[src/rtl/seg7_pkg.sv]
// seg7_pkg: shared definitions for the 7-segment scan driver.
//   - scan_state_e : two-state scan FSM encoding (BLANK, DRIVE)
//   - SEG_OFF      : all segments dark (active-low)
//   - SEG7_TABLE   : hex digit -> {g,f,e,d,c,b,a} active-low pattern,
//                    indexed directly by the nibble value
package seg7_pkg;

  typedef enum logic {
    BLANK = 1'b0,
    DRIVE = 1'b1
  } scan_state_e;

  localparam logic [6:0] SEG_OFF = 7'h7F;

  // Packed so that SEG7_TABLE[n] is the pattern for hex value n; the list
  // below is written from entry 15 (F) down to entry 0 (0).
  localparam logic [15:0][6:0] SEG7_TABLE = {
    7'h0E, 7'h06, 7'h21, 7'h46, 7'h03, 7'h08, 7'h10, 7'h00,
    7'h78, 7'h02, 7'h12, 7'h19, 7'h30, 7'h24, 7'h79, 7'h40
  };

endpackage

[src/rtl/hex_to_seg7.sv]
// hex_to_seg7: purely combinational hex-nibble to active-low 7-segment decoder.
//   hex_i [3:0] : nibble to display
//   seg_o [6:0] : {g,f,e,d,c,b,a}, 0 = segment lit
module hex_to_seg7
  import seg7_pkg::*;
(
  input  logic [3:0] hex_i,
  output logic [6:0] seg_o
);

  assign seg_o = SEG7_TABLE[hex_i];

endmodule

[src/rtl/seg7_scan_driver.sv]
// seg7_scan_driver: captures a read-back word into a pending register, moves
// it into a tear-free shadow register only at frame boundaries, and scans the
// shadow as hex digits onto a common-anode display with a blanking gap before
// every digit and optional leading-zero suppression.
//   clk        : system clock, rising edge
//   reset      : asynchronous active-low reset
//   data_in    : word to display (4 bits per digit)
//   data_valid : capture strobe for data_in
//   blank_lz   : 1 = suppress leading zero digits (digit 0 always shown)
//   an         : anode enables, active-low, bit i = digit i (LS nibble = 0)
//   seg        : segments {g,f,e,d,c,b,a}, active-low
//   frame_done : one-cycle pulse during the last drive cycle of the frame
module seg7_scan_driver
  import seg7_pkg::*;
#(
  parameter int NUM_DIGITS   = 3,
  parameter int SCAN_DIV     = 50000,
  parameter int BLANK_CYCLES = 16
) (
  input  logic                    clk,
  input  logic                    reset,
  input  logic [4*NUM_DIGITS-1:0] data_in,
  input  logic                    data_valid,
  input  logic                    blank_lz,
  output logic [NUM_DIGITS-1:0]   an,
  output logic [6:0]              seg,
  output logic                    frame_done
);

  localparam int DW      = 4 * NUM_DIGITS;
  localparam int CNT_MAX = (SCAN_DIV > BLANK_CYCLES) ? SCAN_DIV : BLANK_CYCLES;
  localparam int CW      = (CNT_MAX > 1) ? $clog2(CNT_MAX) : 1;
  localparam int IW      = (NUM_DIGITS > 1) ? $clog2(NUM_DIGITS) : 1;

  localparam logic [CW-1:0] SCAN_LAST  = CW'(SCAN_DIV - 1);
  localparam logic [CW-1:0] BLANK_LAST = CW'(BLANK_CYCLES - 1);
  localparam logic [IW-1:0] IDX_LAST   = IW'(NUM_DIGITS - 1);

  scan_state_e           state_q, state_d;
  logic [CW-1:0]         cnt_q, cnt_d;
  logic [IW-1:0]         idx_q, idx_d;
  logic [DW-1:0]         shadow_q, shadow_d;
  logic [DW-1:0]         pending_q, pending_d;
  logic                  pend_flag_q, pend_flag_d;
  logic [NUM_DIGITS-1:0] an_q, an_d;
  logic [6:0]            seg_q, seg_d;
  logic                  frame_done_q, frame_done_d;

  logic [3:0]            sel_nib_s;
  logic [6:0]            dec_seg_s;
  logic [NUM_DIGITS-1:0] lz_s;
  logic                  upper_zero_s;

  // State, data and output registers.
  always_ff @(posedge clk or negedge reset) begin
    if (!reset) begin
      state_q      <= BLANK;
      cnt_q        <= '0;
      idx_q        <= '0;
      shadow_q     <= '0;
      pending_q    <= '0;
      pend_flag_q  <= 1'b0;
      an_q         <= '1;
      seg_q        <= SEG_OFF;
      frame_done_q <= 1'b0;
    end else begin
      state_q      <= state_d;
      cnt_q        <= cnt_d;
      idx_q        <= idx_d;
      shadow_q     <= shadow_d;
      pending_q    <= pending_d;
      pend_flag_q  <= pend_flag_d;
      an_q         <= an_d;
      seg_q        <= seg_d;
      frame_done_q <= frame_done_d;
    end
  end

  // Next-state logic: scan sequencing, capture, and frame-boundary shadow load.
  always_comb begin
    state_d     = state_q;
    cnt_d       = cnt_q + CW'(1);
    idx_d       = idx_q;
    shadow_d    = shadow_q;
    pending_d   = data_valid ? data_in : pending_q;
    pend_flag_d = data_valid ? 1'b1 : pend_flag_q;

    case (state_q)
      BLANK: begin
        if (cnt_q == BLANK_LAST) begin
          state_d = DRIVE;
          cnt_d   = '0;
        end else begin
          state_d = BLANK;
        end
      end
      DRIVE: begin
        if (cnt_q == SCAN_LAST) begin
          state_d = BLANK;
          cnt_d   = '0;
          if (idx_q != IDX_LAST) begin
            idx_d = idx_q + IW'(1);
          end else begin
            // Frame boundary: a strobe in this very cycle bypasses pending
            // so the newest word is shown without an extra frame of delay.
            idx_d       = '0;
            pend_flag_d = 1'b0;
            if (data_valid) begin
              shadow_d = data_in;
            end else if (pend_flag_q) begin
              shadow_d = pending_q;
            end else begin
              shadow_d = shadow_q;
            end
          end
        end else begin
          state_d = DRIVE;
        end
      end
      default: begin
        state_d = BLANK;
        cnt_d   = '0;
      end
    endcase
  end

  // Digit nibble select and leading-zero map, both taken from the next shadow
  // so the registered outputs line up with the registered state.
  always_comb begin
    sel_nib_s    = 4'h0;
    lz_s         = '0;
    upper_zero_s = 1'b1;
    for (int i = NUM_DIGITS - 1; i >= 0; i--) begin
      // lz_s[i] = nibbles i..NUM_DIGITS-1 are all zero
      upper_zero_s = upper_zero_s & (shadow_d[4*i +: 4] == 4'h0);
      lz_s[i]      = upper_zero_s;
      sel_nib_s    = (idx_d == IW'(i)) ? shadow_d[4*i +: 4] : sel_nib_s;
    end
  end

  hex_to_seg7 u_hex_to_seg7 (
    .hex_i (sel_nib_s),
    .seg_o (dec_seg_s)
  );

  // Output decode from the next state; at most one anode is ever pulled low.
  always_comb begin
    an_d         = '1;
    seg_d        = SEG_OFF;
    frame_done_d = 1'b0;
    if (state_d == DRIVE) begin
      an_d = ~(NUM_DIGITS'(1) << idx_d);
      if (blank_lz && (idx_d != '0) && lz_s[idx_d]) begin
        seg_d = SEG_OFF;
      end else begin
        seg_d = dec_seg_s;
      end
      frame_done_d = (idx_d == IDX_LAST) && (cnt_d == SCAN_LAST);
    end else begin
      an_d         = '1;
      seg_d        = SEG_OFF;
      frame_done_d = 1'b0;
    end
  end

  assign an         = an_q;
  assign seg        = seg_q;
  assign frame_done = frame_done_q;

endmodule

[config.mk]
export PLATFORM = sky130hd
export DESIGN_NAME = seg7_scan_driver
export DESIGN_NICKNAME = d
export VERILOG_FILES = /design/src/rtl/seg7_pkg.sv /design/src/rtl/hex_to_seg7.sv /design/src/rtl/seg7_scan_driver.sv
export SDC_FILE = /design/constraint.sdc
export NUM_CORES = 1
export LEC_CHECK = 0
export BUFFER_PORTS_ARGS = -buffer_cell sky130_fd_sc_hd__buf_2
export CAP_MARGIN = 5
export CORE_MARGIN = 5
export CORE_UTILIZATION = 55
export CTS_CLUSTER_DIAMETER = 150
export CTS_CLUSTER_SIZE = 25
export DETAILED_ROUTE_END_ITERATION = 16
export PLACE_DENSITY = 0.75
export REMOVE_ABC_BUFFERS = 1
export SLEW_MARGIN = 20
export SYNTH_ARGS = -nofsm -noshare
export SYNTH_HDL_FRONTEND = slang
export SYNTH_SLANG_ARGS = --single-unit
export TNS_END_PERCENT = 10
[constraint.sdc]
create_clock -name clk -period 5.4 [get_ports clk]
set_clock_uncertainty 0.05 [all_clocks]
set_input_delay 0.27 -clock clk [delete_from_list [all_inputs] [get_ports clk]]
set_output_delay 0.27 -clock clk [all_outputs]
set_load 0.02 [all_outputs]
==> results_dict.tcl <==
set metrics [dict create \
    num_io_pins 27 \
    ys_ff_latch 55 \
    hold_violations 0 \
    start_util 0.5681 \
    highest_layer "met4" \
    fin_crit_sh 0.6521 \
    h-tree-depth 2 \
    grt_use_total 0.1847 \
    synth-compound-area-share 0.1600 \
    p_per_area_nw_per_um2 219.2 \
    layout_setup_ws_ns 1.879 \
    synth_ff_type "dfrtp_1" \
    synth_top_area_share 0.3881 \
    worstPathRequired_ns 5.55 \
    synth_top_family_by_area "simple AND/OR/NAND/NOR gates" \
    setup_viol 0 \
    post-cts-setup-buffers 0 \
    crit_slowest_cell "nor2_2" \
    post-route-min-period_ns 3.522 \
    io_buffers 26 \
    synth_most_common_cell "dfrtp_1" \
    syn_avg_cell_area_um2 10.07 \
    seq_area_frac_synth 0.4787 \
    hold_buffers 0 \
    fp.dieW_um 82.63 \
    detail-route-antenna-nets 0 \
    die_h_um 82.63 \
    slew_viol_final 0 \
    root_buffer "clkbuf_8" \
    core_um2 5107 \
    synthMuxAreaShare 0.03320 \
    met3_length_um 212 \
    grt-ovfl-total 0 \
    finalSetupTns_ns 0 \
    cp_top_family "simple AND/OR/NAND/NOR gates" \
    cts_buffers 5 \
    p_leak_nw 1.499 \
    status "completed" \
    vias 2141 \
    synth_edf_count 0 \
    synthSimpleGateAreaFrac 0.2113 \
    antenna_cells 0 \
    final_nets 335 \
    wl_met1_um 2698 \
    max_freq_mhz 284.0 \
    initialDrtViolationCount 111 \
    worst_pin_slew_ns 0.7997 \
    grt_pass1_vias 2120 \
    rows 26 \
    yosys.area.top_type "dfrtp_1" \
    cts_tree "yes" \
    synth_area_um2 2902 \
    cts_num_sinks 55 \
    clk_latency_ns 0.31 \
    crit_arrival_ns 3.68 \
    ys_warn_count 0 \
    dieArea_um2 6828 \
    wl_per_cell_um 14.87 \
    crit_cells 13 \
    grt_pass1_wl_um 9756 \
    gp_congestion 0.8140 \
    cp_num_buf_inv 1 \
    clock_path_buffers 2 \
    yosys-top-cells-area "dfrtp_1 (39%), dfstp_2 (9.1%), nor2_1 (3.4%), ha_1 (3.0%), nand2_1 (2.8%)" \
    routed_wl_um 5695 \
    first_pass_iters 4 \
    crit_fanout 14 \
    path_class "flip-flop to flip-flop" \
    end_kind "flip-flop" \
    met2_length_um 2731 \
    final_layout_size_suffix_gt1_frac 0.2236 \
    clk_pin_slew_ns 0.10 \
    pre_cts_ws_ns 1.904 \
    synth-xor-area-share 0.04528 \
    drc 0 \
    relSlewSlack 0.4669 \
    synthArstFlopShare 1.000 \
    syn_to_final_growth_pct 9.400 \
    synthCells 288 \
    startpoint_type "flip-flop" \
    slowest_delay_ns 0.52 \
    antenna_found_initial 0 \
    maxCapViolations 0 \
    vias_per_cell 5.590 \
    grt_max_degree 56 \
    rsz0062_at_grt "no" \
    synth_cell_types 61 \
    synthAdderAreaFrac 0.03019 \
    post_cts_resized 0 \
    r2r.worst_path.cells 13 \
    nFillCells 452 \
    path_cells "ha_1 > and3_1 > nand3_2 > nor2_2 > a31o_2 > a21oi_1 > and2_4 > a311oi_2 > inv_1 > ha_1 > mux2_2 > nand2_1 > o211ai_1" \
    critPathMostFrequentCell "ha_1" \
    dp_hpwl_um 4121 \
    vdd_drop_max_v 0.0001440 \
    hp-class "input pin to async pin" \
    yosys-top-cells-count "dfrtp_1 (45), nor2_1 (26), nand2_1 (22)" \
]
## per-layer routing
layer,vias up,track usage
met1,1023,0.2479
met2,50,0.3037
met3,6,0.03688
met5,-,0
met4,0,0.05229
li1,1062,-
## kinds of logic after synthesis
logic type,count (synthesis)
xor gates and xnor gates,15
adders and majority gates,7
DFF,55
AOI/OAI and AO/OA,65
muxes,9
buffers and inverters,29
and+or+nand+nor,108
## cell type report
type / instances / area, um2 / area share
timing repair buffer: 27 / 137.6 / 0.04336
tap: 70 / 87.58 / 0.02759
inverter: 19 / 72.57 / 0.02286
multi-input combinational: 204 / 1393 / 0.4387
sequential: 55 / 1389 / 0.4375
clock buffer: 7 / 86.33 / 0.02720
clock inverter: 1 / 8.758 / 0.002759
## power by group
group,total (mW),internal (mW),switching (mW)
registers,0.424,0.421,0.00331
clock network,0.238,0.105,0.132
logic,0.0338,0.0117,0.0220
total,0.696,0.538,0.158
## registers in the layout, indices dropped and copies added (netlist names)
name	count
cnt_q	16
pending_q	12
shadow_q	12
seg	7
an	3
idx_q	2
frame_done	1
pend_flag_q	1
state_q	1
## worst paths after layout
check	from	endpoint	slack, ns
worst max-delay path	cnt_q[0]$_DFF_PN0_	seg[5]$_DFF_PN1_	1.88
worst min-delay path	reset	pending_q[8]$_DFFE_PN0P_	0.03
worst max register to register	cnt_q[0]$_DFF_PN0_	seg[5]$_DFF_PN1_	1.88
worst min register to register	cnt_q[0]$_DFF_PN0_	cnt_q[0]$_DFF_PN0_	0.44
max in group asynchronous	reset	cnt_q[1]$_DFF_PN0_	4.82
min in group clk	data_in[10]	pending_q[10]$_DFFE_PN0P_	0.13
## metrics by stage
step	cells	power [mW]	instance area [um2]	hold WS (ns)	util
2_1_floorplan	278	0.4445	2854	-0.07559	-
3_3_place_gp	375	0.4654	3079	0.3861	0.6029
3_5_place_dp	375	0.4663	3079	0.3930	0.6029
4_1_cts	383	0.7039	3174	0.05456	0.6215
5_1_grt	383	0.7290	3174	0.08145	0.6215
6_report	383	0.6957	3174	0.03224	0.6215
## cell usage in the layout (no fill, tap or decap), types with 3 or more instances in the layout
| master | count |
|---|---|
| dfstp_2 | 10 |
| xnor2_1 | 8 |
| mux2i_1 | 4 |
| a31o_2 | 5 |
| nand2_1 | 22 |
| and3_1 | 10 |
| mux2_2 | 4 |
| nand3_1 | 11 |
| nor3_1 | 3 |
| o211ai_1 | 5 |
| inv_1 | 16 |
| o22ai_1 | 8 |
| nor2b_1 | 4 |
| clkbuf_8 | 6 |
| xor2_1 | 7 |
| nand2b_1 | 4 |
| buf_2 | 26 |
| and2_1 | 4 |
| nor2_1 | 26 |
| a21oi_1 | 10 |
| o21ai_0 | 14 |
| dfrtp_1 | 45 |
| a32oi_1 | 3 |
| ha_1 | 7 |
No activity file was read; power rests on OpenSTA's default activity.
